**src/rtl/nv_ctrl_pkg.sv**
```systemverilog
// Shared NV controller definitions used by the serializer and deserializer.
package nv_ctrl_pkg;

    localparam int NV_DATA_WIDTH = 8;
    localparam int NV_LSB_FIRST  = 1;

    typedef enum logic {
        IDLE  = 1'b0,
        SHIFT = 1'b1
    } rx_state_t;

endpackage

```
**src/rtl/nv_rx_shift_reg.sv**
```systemverilog
// Receive shift register and bit counter; presents the completed word in the
// same cycle that its last bit arrives.
module nv_rx_shift_reg
    import nv_ctrl_pkg::*;
#(
    parameter int DATA_WIDTH = NV_DATA_WIDTH,
    parameter int LSB_FIRST  = NV_LSB_FIRST
) (
    input  logic                  clk,
    input  logic                  reset,
    input  logic                  enable,
    input  logic                  serial_data_in,
    output logic                  word_done,
    output logic [DATA_WIDTH-1:0] word
);

    localparam int CW = $clog2(DATA_WIDTH + 1);
    localparam logic [CW-1:0] LAST_BIT = CW'(DATA_WIDTH - 1);

    logic [CW-1:0]         bit_cnt_q, bit_cnt_d;
    logic [CW-1:0]         bit_idx;
    logic [DATA_WIDTH-1:0] shreg_q, shreg_d;

    always_comb begin
        bit_idx = (LSB_FIRST != 0) ? bit_cnt_q : (LAST_BIT - bit_cnt_q);
        // Incoming bit merged combinationally so the word is whole on its last edge
        word = shreg_q;
        for (int k = 0; k < DATA_WIDTH; k++) begin
            if (bit_idx == CW'(k)) word[k] = serial_data_in;
        end
        word_done = enable && (bit_cnt_q == LAST_BIT);
        if (!enable || word_done) begin
            bit_cnt_d = '0;
            shreg_d   = '0;
        end else begin
            bit_cnt_d = bit_cnt_q + 1'b1;
            shreg_d   = word;
        end
    end

    always_ff @(posedge clk) begin
        if (reset) begin
            bit_cnt_q <= '0;
            shreg_q   <= '0;
        end else begin
            bit_cnt_q <= bit_cnt_d;
            shreg_q   <= shreg_d;
        end
    end

endmodule

```
**src/rtl/nv_deserializer.sv**
```systemverilog
// Serial-to-parallel receiver with ready/valid output register and sticky
// frame-error / overrun flags.
//   state | meaning
//   IDLE  | no partial word held; next enabled edge samples bit 0
//   SHIFT | partial word held; enable low here is a truncated frame
module nv_deserializer
    import nv_ctrl_pkg::*;
#(
    parameter int DATA_WIDTH = NV_DATA_WIDTH,
    parameter int LSB_FIRST  = NV_LSB_FIRST
) (
    input  logic                  clk,
    input  logic                  reset,
    input  logic                  enable,
    input  logic                  serial_data_in,
    output logic [DATA_WIDTH-1:0] data_out,
    output logic                  data_valid,
    input  logic                  data_ready,
    output logic                  busy,
    output logic                  frame_error,
    output logic                  overrun,
    input  logic                  clear_err
);

    rx_state_t             state_q;
    logic [DATA_WIDTH-1:0] data_out_q;
    logic                  data_valid_q;
    logic                  busy_q;
    logic                  frame_error_q;
    logic                  overrun_q;
    logic                  word_done;
    logic [DATA_WIDTH-1:0] word;

    nv_rx_shift_reg #(
        .DATA_WIDTH(DATA_WIDTH),
        .LSB_FIRST (LSB_FIRST)
    ) u_shift (
        .clk           (clk),
        .reset         (reset),
        .enable        (enable),
        .serial_data_in(serial_data_in),
        .word_done     (word_done),
        .word          (word)
    );

    always_ff @(posedge clk) begin
        if (reset) begin
            state_q       <= IDLE;
            data_out_q    <= '0;
            data_valid_q  <= 1'b0;
            busy_q        <= 1'b0;
            frame_error_q <= 1'b0;
            overrun_q     <= 1'b0;
        end else begin
            // High for every cycle following a sampled bit, so back-to-back words never dip
            busy_q <= enable;
            if (clear_err) begin
                frame_error_q <= 1'b0;
                overrun_q     <= 1'b0;
            end
            case (state_q)
                IDLE: begin
                    if (enable) state_q <= SHIFT;
                end
                SHIFT: begin
                    if (!enable) begin
                        state_q       <= IDLE;
                        frame_error_q <= 1'b1;
                    end else if (word_done) begin
                        state_q <= IDLE;
                    end
                end
                default: state_q <= IDLE;
            endcase
            if (word_done) begin
                if (!data_valid_q || data_ready) begin
                    data_out_q   <= word;
                    data_valid_q <= 1'b1;
                end else begin
                    overrun_q <= 1'b1;
                end
            end else if (data_valid_q && data_ready) begin
                data_valid_q <= 1'b0;
            end
        end
    end

    assign data_out    = data_out_q;
    assign data_valid  = data_valid_q;
    assign busy        = busy_q;
    assign frame_error = frame_error_q;
    assign overrun     = overrun_q;

endmodule
```
**config.mk**
```make
export PLATFORM = sky130hd
export DESIGN_NAME = nv_deserializer
export DESIGN_NICKNAME = d
export VERILOG_FILES = /design/src/rtl/nv_ctrl_pkg.sv /design/src/rtl/nv_rx_shift_reg.sv /design/src/rtl/nv_deserializer.sv
export SDC_FILE = /design/constraint.sdc
export NUM_CORES = 1
export LEC_CHECK = 0
export ABC_CLOCK_PERIOD_IN_PS = 1400
export BUFFER_PORTS_ARGS = -buffer_cell sky130_fd_sc_hd__buf_2
export CORE_MARGIN = 2
export CORE_UTILIZATION = 35
export DETAILED_ROUTE_END_ITERATION = 16
export SYNTH_ARGS = -nofsm -noshare
export SYNTH_HDL_FRONTEND = slang
export SYNTH_SLANG_ARGS = --single-unit
export TNS_END_PERCENT = 100
```
**constraint.sdc**
```tcl
create_clock -name clk -period 1.4 [get_ports clk]
set_input_delay 0.42 -clock clk [delete_from_list [all_inputs] [get_ports clk]]
set_output_delay 0.42 -clock clk [all_outputs]
set_load 0.01 [all_outputs]
```
## Word level (Yosys, flattened, before mapping)

Index checks and enable logic that the tools add are counted.

- Bits in registers: 25
- Input bits: 6

- Bitwise gates (word level): 1
- Reductions and logical operators: 11
- Multiplexer cells: 21
- Add/subtract/negate cells: 1
- Eq/ne operators: 8

Operators with widths:

| kind | count |
|---|---|
| $mux W1 | 20 |
| $eq A4 B3 Y1 const B | 4 |
| $eq A4 B2 Y1 const B | 2 |
| $add A4 B1 Y4 const B | 1 |
| $eq A4 B1 Y1 const B | 1 |
| $logic_not A4 Y1 | 1 |
| $reduce_and A2 Y1 | 2 |
| $logic_and A1 B1 Y1 | 2 |
| $logic_not A1 Y1 | 2 |
| $logic_or A1 B1 Y1 | 2 |
| $ne A2 B2 Y1 const B | 1 |
| $pmux W1 S2 | 1 |
| $reduce_bool A2 Y1 | 1 |
| $reduce_or A2 Y1 | 1 |
| $not A1 Y1 | 1 |

## Depth between registers and ports, before layout

Gate-level depths: netlist of the first run.

- Word-level depth: 5
- Gate-level depth with buffers: 5

## Modules after synthesis

Synthesis of the first run repeated with hierarchy kept, for this count alone.

- Cell total of the unflattened synthesis: 108
- Area total of the unflattened synthesis: 1211.2 µm²

By module, submodules not included:

| module | instances | cells each | area an instance (µm²) |
|---|---|---|---|
| nv_rx_shift_reg | 1 | 56 | 671.9 |
| nv_deserializer | 1 | 52 | 539.3 |

## Worst setup path before layout of the first run

OpenSTA, ideal clock, no wires.

- Kind: reg2reg
- From: reg u_shift.bit_cnt_q[0]
- To: reg u_shift.shreg_q[3]
- Cell stages (with the launch flop): 5
- Arrival: 1.279 ns
- Library setup time: 0.070 ns
- Buffers on the path: 0
- Setup slack: 0.052 ns
- Clock period less this slack: 1.348 ns
- Data required time: 1.330 ns
- Cells stage by stage: dfxtp_1 > ha_1 > inv_2 > or4b_1 > a21oi_1

- Longest elaborated chain between the ends: 4
- Elaborated cells on any way between the ends: 6

Ends and longest elaborated chain:

| element | RTL line | RTL |
|---|---|---|
| start, declared | nv_rx_shift_reg.sv:20 | `logic [CW-1:0] bit_cnt_q, bit_cnt_d;` |
| start signal, assigned | nv_rx_shift_reg.sv:46 | `bit_cnt_q <= bit_cnt_d;` |
| $eq A4 B3 Y1 | nv_rx_shift_reg.sv:31 | `word_done = enable && (bit_cnt_q == LAST_BIT);` |
| $logic_and A1 B1 Y1 | nv_rx_shift_reg.sv:31 |  |
| $logic_or A1 B1 Y1 | nv_rx_shift_reg.sv:32 | `if (!enable \|\| word_done) begin` |
| $reduce_or A2 Y1 (no source line) | -- |  |
| end signal, assigned | nv_rx_shift_reg.sv:47 | `shreg_q <= shreg_d;` |
| end, declared | nv_rx_shift_reg.sv:22 | `logic [DATA_WIDTH-1:0] shreg_q, shreg_d;` |

Parallel ways exist; a longest one is shown, timed or not.
A chain may end at the register's enable or synchronous reset.

## Worst setup path in the final report of the first run

- From: reg u_shift.bit_cnt_q[1]
- To: reg data_out_q[1], in the netlist data_out[1]

- Longest elaborated chain between the ends: 3
- Elaborated cells on any way between the ends: 5

Ends and longest elaborated chain:

| element | RTL line | RTL |
|---|---|---|
| $eq A4 B3 Y1 | nv_rx_shift_reg.sv:31 |  |
| $logic_and A1 B1 Y1 | nv_rx_shift_reg.sv:31 |  |
| $reduce_and A2 Y1 (no source line) | -- |  |
| end signal, assigned | nv_deserializer.sv:77 | `data_out_q <= word;` |
| end, declared | nv_deserializer.sv:26 | `logic [DATA_WIDTH-1:0] data_out_q;` |

Parallel ways exist; a longest one is shown, timed or not.

==> results.sh, run 1 <==
export IMPL_grt_setup_unrepaired="true"
export IMPL_whs_ns=0.372
export IMPL_synth_top_cell_by_area="dfxtp_1"
export IMPL_synth_edff_count=0
export IMPL_grt_max_degree=15
export IMPL_outcome="finished clean"
export IMPL_sw_frac_of_total_pct=20.0
export IMPL_wire_per_inst_um=12.3
export IMPL_yosysMostFrequentCell="dfxtp_1"
export IMPL_final_area_um2=1270
export IMPL_critPathMaxFanout=3
export IMPL_root_buffer="clkbuf_4"
export IMPL_fin_skew_ns=0.00582
export IMPL_grt_util_met3_pct=4.84
export IMPL_max_cap_viol_count=0
export IMPL_start_util_pct=36.1
export IMPL_yosys_top_cells_area="dfxtp_1, a21oi_1, mux2i_1, ha_1, a211oi_1"
export IMPL_synth_compound_area_share_pct=12.8
export IMPL_p_sw_w=0.000257
export IMPL_setup_violations=0
export IMPL_avgSynthCellArea_um2=9.90
export IMPL_dp_cells=151
export IMPL_cts_sinks=24
export IMPL_die_w_um=56.9
export IMPL_start_kind="flip-flop"
export IMPL_finalCritPeriodShare_pct=96.5
export IMPL_p_comb_share_pct=6.7
export IMPL_worst_hold_path_endpoint="frame_error"
export IMPL_busiest_layer="met2"
export IMPL_fmax_mhz=740
export IMPL_power_internal_w=0.00103
export IMPL_synth_simple_area_share_pct=20.4
export IMPL_cp_data_required_time_ns=1.62
export IMPL_first_global_vias=733
export IMPL_ant_nets=0
export IMPL_final_nets=136
export IMPL_clkTransAtPathRegs_ns=0.13
export IMPL_synthesis_area_um2=980
export IMPL_period_needed_ns=1.35
export IMPL_path_class="flip-flop to flip-flop"
export IMPL_dpl_cell_area_um2=1140
export IMPL_pin_count=18
export IMPL_cts_buffers=3
export IMPL_num_rows=19
export IMPL_worstPathArrival_ns=1.57
export IMPL_n_antenna_cell=0
export IMPL_ys_seq_area_share_pct=49.0
export IMPL_wirelength_um=1920
export IMPL_synth_top_cells_by_count="dfxtp_1, a21oi_1, nor2_1, a211oi_1, mux2i_1"
export IMPL_synth_top_family_by_area="simple AND/OR/NAND/NOR gates"
export IMPL_clock_latency_ns=0.32
export IMPL_final_util_pct=46.8
export IMPL_hpwl_um=1380
export IMPL_grt_use_met1_pct=16.5
export IMPL_syn_num_nets=109
export IMPL_setup_tns_ns=0
export IMPL_vias_per_cell=4.94
export IMPL_max_clock_path_buffers=2
export IMPL_synth_top_cell_area_share_pct=49.0
export IMPL_async_reset_ff_share_pct=0
export IMPL_max_slew_worst_pin_slew_ns=0.374
export IMPL_syn_instance_count=99
export IMPL_fin_cells=156
export IMPL_drc=0
export IMPL_numPortBuffers=17
export IMPL_hold_class="primary input to flip-flop"
export IMPL_hold_viol_final=0
export IMPL_ys_warn_count=0
export IMPL_powerDensity_nw_per_um2=1010
export IMPL_htreeDepth=1
export IMPL_reg2reg_slack_ns=0.05
export IMPL_power_leakage_nw=0.532
export IMPL_die_h_um=56.9
export IMPL_grtUsageTotal_pct=12.6
export IMPL_antenna_found_initial=0
export IMPL_syn2layout_area_growth_pct=29.5
export IMPL_irDropWorstVdd_mv=0.910
export IMPL_cts_tree="done"
export IMPL_r2r_start="u_shift.bit_cnt_q[1]"
export IMPL_synth_fa_ha_area_share_pct=5.11
export IMPL_maxSlewHeadroom_pct=75.0
export IMPL_rr_worst_depth=6
export IMPL_place_congestion=0.803
export IMPL_hold_path_depth=3
export IMPL_overflow=0
export IMPL_p_clk_share_pct=38.9
export IMPL_synth_xor_xnor_area_share_pct=1.79
export IMPL_dieArea_um2=3240
export IMPL_min_from="clear_err"
export IMPL_slew_violations=0
export IMPL_synth_area_mux_share_pct=6.13
export IMPL_synthFlopType="dfxtp_1"
export IMPL_grt_use_met2_pct=19.4
export IMPL_synth_cell_types=25
export IMPL_layout_drive_gt1_share_pct=36.8
export IMPL_end_kind="flip-flop"
export IMPL_grt_pass1_wl_um=3180
export IMPL_synth_seq_cells=24
export IMPL_vias=771
export IMPL_drt_iter0_drc=13
export IMPL_dr_pass1_iters=4
export IMPL_core_um2=2710
export IMPL_r2r_end="data_out[1]"
export IMPL_seq_power_share_pct=54.4
-- per-layer routing --
metal,wire (um),share of wire (%)
met3,69,3.6
met1,924,48
met4,27,1.4
met5,0,0
met2,902,47
-- state kept, by name, summed over array words and instances, names as in the netlist --
| signal | cells |
|---|---|
| data_out | 8 |
| u_shift.shreg_q | 7 |
| u_shift.bit_cnt_q | 4 |
| busy | 1 |
| data_valid | 1 |
| frame_error | 1 |
| overrun | 1 |
| state_q | 1 |
-- power groups by stage --
stage	clock network [W]	registers, W	logic (W)
6_report	0.000499	0.000699	0.0000860
3_3_place_gp	0	0.000713	0.0000699
3_5_place_dp	0	0.000714	0.0000702
2_1_floorplan	0	0.000715	0.0000340
5_1_grt	0.000536	0.000701	0.0000956
4_1_cts	0.000516	0.000699	0.0000708
-- worst max-delay path, stage by stage, from the launching register on --
cell      delay (ns)
dfxtp_2         0.36
buf_6           0.12
inv_4           0.06
ha_4            0.13
nor3b_4         0.20
mux2i_2         0.29
a211oi_2        0.09
-- area by class of cell --
class	count	area, um2
Tap cell	31	38.8
Multi-Input combinational cell	66	513
Clock inverter	1	30.0
Clock buffer	3	22.5
Fill cell	283	1440
Timing Repair Buffer	27	164
Sequential cell	24	483
Inverter	4	17.5
-- cell families after synthesis --
| group | count (synthesis) |
|---|---|
| xor gates and xnor gates | 2 |
| buffers and inverters | 9 |
| AOI/OAI and AO/OA | 22 |
| muxes | 6 |
| DFF | 24 |
| adders and majority gates | 4 |
| and+or+nand+nor | 32 |
-- layout by cell type, fill, tap and decap left out, drive strengths merged --
cell and instances:
buf 27, a211oi 6, nor3b 3, inv 4, mux2i 6, nand2 1, and3 1, bufinv 1
ha 4, or4b 1, nand4b 1, a21oi 12, nand2b 4, nor2 11, nor2b 2, nand3 3
and4b 1, xnor2 1, dfxtp 24, nand3b 4, xor2 1, o21ai 4, clkbuf 3
-- what timing repair did --
item,4_1_cts,5_1_grt
endpoints found under the setup margin,6,13
pin swaps,0,3
gates resized for setup,2,16
hold buffers,0,0
buffers inserted,0,1
-- metrics by stage --
step | total power [W] | setup slack (ns)
final | 0.00128 | 0.0492
after global routing | 0.00133 | -0.0193
after CTS | 0.00129 | 0.00419
after detailed placement | 0.000784 | 0.000907
after global placement | 0.000783 | 0.00721
after floorplan | 0.000749 | 0.0516
-- worst max-delay path by stage --
| stage | start | cells after the start | to |
|---|---|---|---|
| 3_5_place_dp | u_shift.bit_cnt_q[0] | 4 | data_out[5] |
| 4_1_cts | u_shift.bit_cnt_q[1] | 6 | data_out[1] |
| 2_1_floorplan | u_shift.bit_cnt_q[0] | 4 | u_shift.shreg_q[3] |
| 6_report | u_shift.bit_cnt_q[1] | 6 | data_out[1] |
| 3_3_place_gp | u_shift.bit_cnt_q[1] | 6 | data_out[1] |
| 5_1_grt | u_shift.bit_cnt_q[0] | 5 | data_out[2] |
No activity file was read; power rests on OpenSTA's default activity.
==> inputs of run 2 (changes only) <==
--- a/config.mk
+++ b/config.mk
@@ -12,2 +12,3 @@
 export DETAILED_ROUTE_END_ITERATION = 16
+export HOLD_SLACK_MARGIN = 0.08
 export SYNTH_ARGS = -nofsm -noshare
==> constraint.sdc (replaced) <==
create_clock -name clk -period 1.4 [get_ports clk]
set_input_delay 0.21 -clock clk [delete_from_list [all_inputs] [get_ports clk]]
set_output_delay 0.21 -clock clk [all_outputs]
set_load 0.01 [all_outputs]
==> run 2 against run 1 <==
Net effect: combinational power down 17%; final area is 4.1% lower; critical path type unchanged; largest cell class unchanged; non-clock buffer count fell by 4; sequential share of layout area grew 1.7 points; via count down 2.7%; sequential power about the same; setup slack worse by 0.023 ns; clock skew about the same; clock power down 0.8%.
==> results.sh, run 2 (synthesis results as in run 1) <==
export IMPL_antenna_found_initial=0
export IMPL_cts_tree="done"
export IMPL_irDropWorstVdd_mv=0.796
export IMPL_max_cap_viol_count=0
export IMPL_power_leakage_nw=0.517
export IMPL_numPortBuffers=17
export IMPL_setup_violations=0
export IMPL_multi_input_area_um2=495
export IMPL_drt_iter0_drc=17
export IMPL_wire_per_inst_um=12.2
export IMPL_grt_setup_unrepaired="true"
export IMPL_path_class="flip-flop to flip-flop"
export IMPL_powerDensity_nw_per_um2=1040
export IMPL_root_buffer="clkbuf_4"
export IMPL_worstPathArrival_ns=1.62
export IMPL_clkTransAtPathRegs_ns=0.13
export IMPL_max_slew_worst_pin_slew_ns=0.359
export IMPL_dr_pass1_iters=3
export IMPL_end_kind="flip-flop"
export IMPL_grt_pass1_wl_um=3150
export IMPL_die_w_um=56.9
export IMPL_dieArea_um2=3240
export IMPL_ff_latch_area_um2=484
export IMPL_largest_reg_flops=8
export IMPL_wirelength_um=1860
export IMPL_finalCritPeriodShare_pct=98.1
export IMPL_drc=0
export IMPL_maxSlewHeadroom_pct=76.0
export IMPL_ant_nets=0
export IMPL_dpl_cell_area_um2=1120
export IMPL_reg2reg_slack_ns=0.03
export IMPL_hpwl_um=1370
export IMPL_postLayoutSetupSlackWorst_ns=0.0263
export IMPL_final_area_um2=1220
export IMPL_pin_count=18
export IMPL_cts_setup_buffers=0
export IMPL_start_kind="flip-flop"
export IMPL_outcome="finished clean"
export IMPL_overflow=0
export IMPL_final_common_cell="dfxtp_1"
export IMPL_p_total_w=0.00127
export IMPL_fillers=277
export IMPL_final_nets=133
export IMPL_grtUsageTotal_pct=12.4
export IMPL_slew_violations=0
export IMPL_setup_tns_ns=0
export IMPL_cts_buffers=3
export IMPL_cts_hold_buf=0
export IMPL_syn2layout_area_growth_pct=24.1
export IMPL_fin_skew_ns=0.00558
export IMPL_cp_data_required_time_ns=1.65
export IMPL_vias_per_cell=4.90
export IMPL_cts_sinks=24
export IMPL_place_congestion=0.833
export IMPL_max_clock_path_buffers=2
export IMPL_first_global_vias=702
export IMPL_fmax_mhz=728
export IMPL_htreeDepth=1
export IMPL_die_h_um=56.9
export IMPL_clock_latency_ns=0.31
export IMPL_place_ws_ns=-0.0385
export IMPL_core_um2=2710
export IMPL_grt_max_degree=15
export IMPL_critPathMaxFanout=5
export IMPL_hold_class="primary input to flip-flop"
export IMPL_final_util_pct=44.9
export IMPL_mostFrequentLayoutCells="dfxtp_1, buf_2, a21oi_1, nor2_1"
export IMPL_layout_drive_gt1_share_pct=33.6
export IMPL_hold_viol_final=0
export IMPL_vias=750
export IMPL_start_util_pct=36.1
export IMPL_num_rows=19
export IMPL_period_needed_ns=1.37
export IMPL_n_antenna_cell=0
run 2: critical path: stages (launching register included):
cell and delay [ns]:
dfxtp_2 0.39, ha_2 0.23, inv_2 0.04, or4b_1 0.51
a21oi_1 0.16
run 2: per-layer routing:
metal	wire, um	up-vias	global-route usage, %
met5	0	-	0
met4	11	0	1.99
met3	63	2	4.84
met2	864	11	19.7
met1	919	346	16.3
li1	-	391	-
run 2: metrics by stage:
step	std cells	hold WS, ns
3_5_place_dp	148	0.447
3_3_place_gp	148	0.445
2_1_floorplan	99	0.283
5_1_grt	153	0.174
4_1_cts	152	0.159
6_report	153	0.168
run 2: layout make-up:
| class | count | area share (%) |
|---|---|---|
| Sequential cell | 24 | 39.8 |
| Clock buffer | 3 | 1.85 |
| Timing Repair Buffer | 23 | 10.7 |
| Clock inverter | 1 | 2.47 |
| Inverter | 4 | 1.23 |
| Tap cell | 31 | 3.19 |
| Multi-Input combinational cell | 67 | 40.7 |
run 2: worst paths after layout:
kind	from	end	cells past startpoint
worst min-delay path	clear_err	frame_error	3
worst max register to register	u_shift.bit_cnt_q[1]	u_shift.shreg_q[3]	4
worst min register to register	state_q	state_q	1
worst max-delay path	u_shift.bit_cnt_q[1]	u_shift.shreg_q[3]	4
run 2: power by group:
part	internal, W	switching (W)
Combinational	0.0000336	0.0000381
Sequential	0.000694	0.00000500
Clock	0.000289	0.000205
Total	0.00102	0.000248
run 2: repair_timing:
| action | 4_1_cts | 5_1_grt |
|---|---|---|
| cloned | 0 | 1 |
| setup endpoints to repair | 7 | 11 |
| gates resized for setup | 3 | 10 |
| pin swaps | 0 | 3 |
==> inputs of run 3 (changes only) <==
Settings changed: ABC_CLOCK_PERIOD_IN_PS 1400 to 1150.
Clock period 1.4 ns to 1.15 ns, I/O delays scaled along.
==> run 3 against run 2 <==
Net effect: the run now ends with negative setup slack left; total power is 25% higher; routed wire length is 23% higher; clock skew is 0.0084 ns higher; die area stayed put; non-clock buffer count is 10 higher.
==> results.sh, run 3 (synthesis results as in run 1) <==
export IMPL_grt_pass1_wl_um=3650
export IMPL_n_antenna_cell=0
export IMPL_grt_setup_unrepaired="true"
export IMPL_maxSlewHeadroom_pct=70.3
export IMPL_drt_iter0_drc=15
export IMPL_crit_family="flip-flops"
export IMPL_max_slew_worst_pin_slew_ns=0.445
export IMPL_crit_buf_inv=1
export IMPL_final_nets=142
export IMPL_path_cells="inv_4 > ha_4 > nor3b_4 > mux2i_2 > a211oi_2"
export IMPL_fillers=260
export IMPL_root_buffer="clkbuf_4"
export IMPL_antenna_found_initial=0
export IMPL_htreeDepth=1
export IMPL_path_class="flip-flop to flip-flop"
export IMPL_layout_drive_gt1_share_pct=50.4
export IMPL_slew_violations=0
export IMPL_clkTransAtPathRegs_ns=0.14
export IMPL_vias_per_cell=5.15
export IMPL_syn2layout_area_growth_pct=43.2
export IMPL_grt_max_degree=15
export IMPL_dp_cells=153
export IMPL_cts_tree="done"
export IMPL_powerDensity_nw_per_um2=1130
export IMPL_cts_buffers=3
export IMPL_cts_hold_buf=0
export IMPL_grtUsageTotal_pct=14.4
export IMPL_die_w_um=56.9
export IMPL_critPathMaxFanout=5
export IMPL_postLayoutSetupSlackWorst_ns=-0.164
export IMPL_numPortBuffers=17
export IMPL_multi_input_area_um2=581
export IMPL_hold_class="primary input to flip-flop"
export IMPL_worstPathArrival_ns=1.54
export IMPL_p_comb_share_pct=7.1
export IMPL_cp_data_required_time_ns=1.37
export IMPL_violations="negative setup slack"
export IMPL_outcome="complete, but fails checks"
export IMPL_fin_cells=162
export IMPL_largest_reg_flops=8
export IMPL_num_rows=19
export IMPL_max_cap_viol_count=0
export IMPL_power_leakage_nw=0.569
export IMPL_finalCritPeriodShare_pct=114
export IMPL_vias=835
export IMPL_fin_skew_ns=0.0140
export IMPL_p_sw_w=0.000326
export IMPL_end_kind="flip-flop"
export IMPL_wire_per_inst_um=14.1
export IMPL_p_clk_share_pct=38.8
export IMPL_setup_violations=21
export IMPL_whs_ns=0.127
export IMPL_start_kind="flip-flop"
export IMPL_die_h_um=56.9
export IMPL_ant_nets=0
export IMPL_max_clock_path_buffers=2
export IMPL_seq_power_share_pct=54.1
export IMPL_period_needed_ns=1.31
export IMPL_cp_slowest_cell="dfxtp_4"
export IMPL_start_util_pct=36.1
export IMPL_hpwl_um=1440
export IMPL_hold_viol_final=0
export IMPL_place_congestion=0.736
export IMPL_wirelength_um=2280
export IMPL_irDropWorstVdd_mv=1.25
export IMPL_clock_latency_ns=0.32
export IMPL_overflow=0
export IMPL_fmax_mhz=761
export IMPL_power_internal_w=0.00125
export IMPL_pin_count=18
export IMPL_sw_frac_of_total_pct=20.6
export IMPL_ff_latch_area_um2=490
export IMPL_dieArea_um2=3240
export IMPL_final_common_cell="dfxtp_1"
export IMPL_core_um2=2710
export IMPL_drc=0
export IMPL_dr_pass1_iters=4
export IMPL_cp_slowest_stage_delay_ns=0.40
export IMPL_cts_sinks=24
export IMPL_first_global_vias=801
export IMPL_final_util_pct=51.8
export IMPL_mostFrequentLayoutCells="dfxtp_1, buf_2, buf_4, nor2_1, a21oi_1"
export IMPL_p_total_w=0.00158
export IMPL_setup_tns_ns=-1.79
run 3: changes by cell type in the layout (fill, tap and decap cells not counted), sizes merged:
| cell | delta |
|---|---|
| buf | +10 |
| and4b | -1 |
run 3: worst reg2reg max path, cell delays in order, from the launching register on:
cell,delay (ns)
dfxtp_4,0.40
inv_4,0.08
ha_4,0.14
nor3b_4,0.20
mux2i_2,0.29
a211oi_2,0.10
run 3: area by class of cell:
cell class | count | area share, %
tap | 31 | 2.77
clock buffer | 3 | 1.61
clock inverter | 1 | 2.14
timing repair buffer | 33 | 15.7
sequential | 24 | 35.0
inverter | 4 | 1.43
multi-input combinational | 66 | 41.4
run 3: path summary, 6_finish.rpt:
path,from,to,slack [ns],depth (start not counted)
worst min register to register,state_q,state_q,0.47,1
worst max-delay path,u_shift.bit_cnt_q[0],data_out[2],-0.16,5
worst min-delay path,clear_err,frame_error,0.13,3
worst max register to register,u_shift.bit_cnt_q[0],data_out[2],-0.16,5
run 3: power by group through the flow:
stage	logic (W)	registers, W	clock network [W]
6_report	0.000113	0.000853	0.000612
2_1_floorplan	0.0000419	0.000872	0
3_3_place_gp	0.0000827	0.000871	0
5_1_grt	0.000123	0.000856	0.000666
3_5_place_dp	0.0000842	0.000871	0
4_1_cts	0.0000970	0.000851	0.000627
run 3: through the flow:
stage	cell area (um2)	setup slack, ns
3_5_place_dp	1170	-0.178
3_3_place_gp	1170	-0.122
6_report	1400	-0.164
2_1_floorplan	1000	-0.0524
4_1_cts	1300	-0.145
5_1_grt	1400	-0.222
run 3: layer usage:
metal | part of all wire (%) | GRT usage (%)
met1 | 47 | 18.5
met4 | 1.9 | 3.99
met3 | 4.7 | 4.84
met2 | 46 | 23.2
met5 | 0 | 0
run 3: what timing repair did:
item	CTS	global route
gates resized for setup	17	19
pin swaps	14	15
buffers inserted	1	3
gates cloned	1	0
setup endpoints to repair	19	19
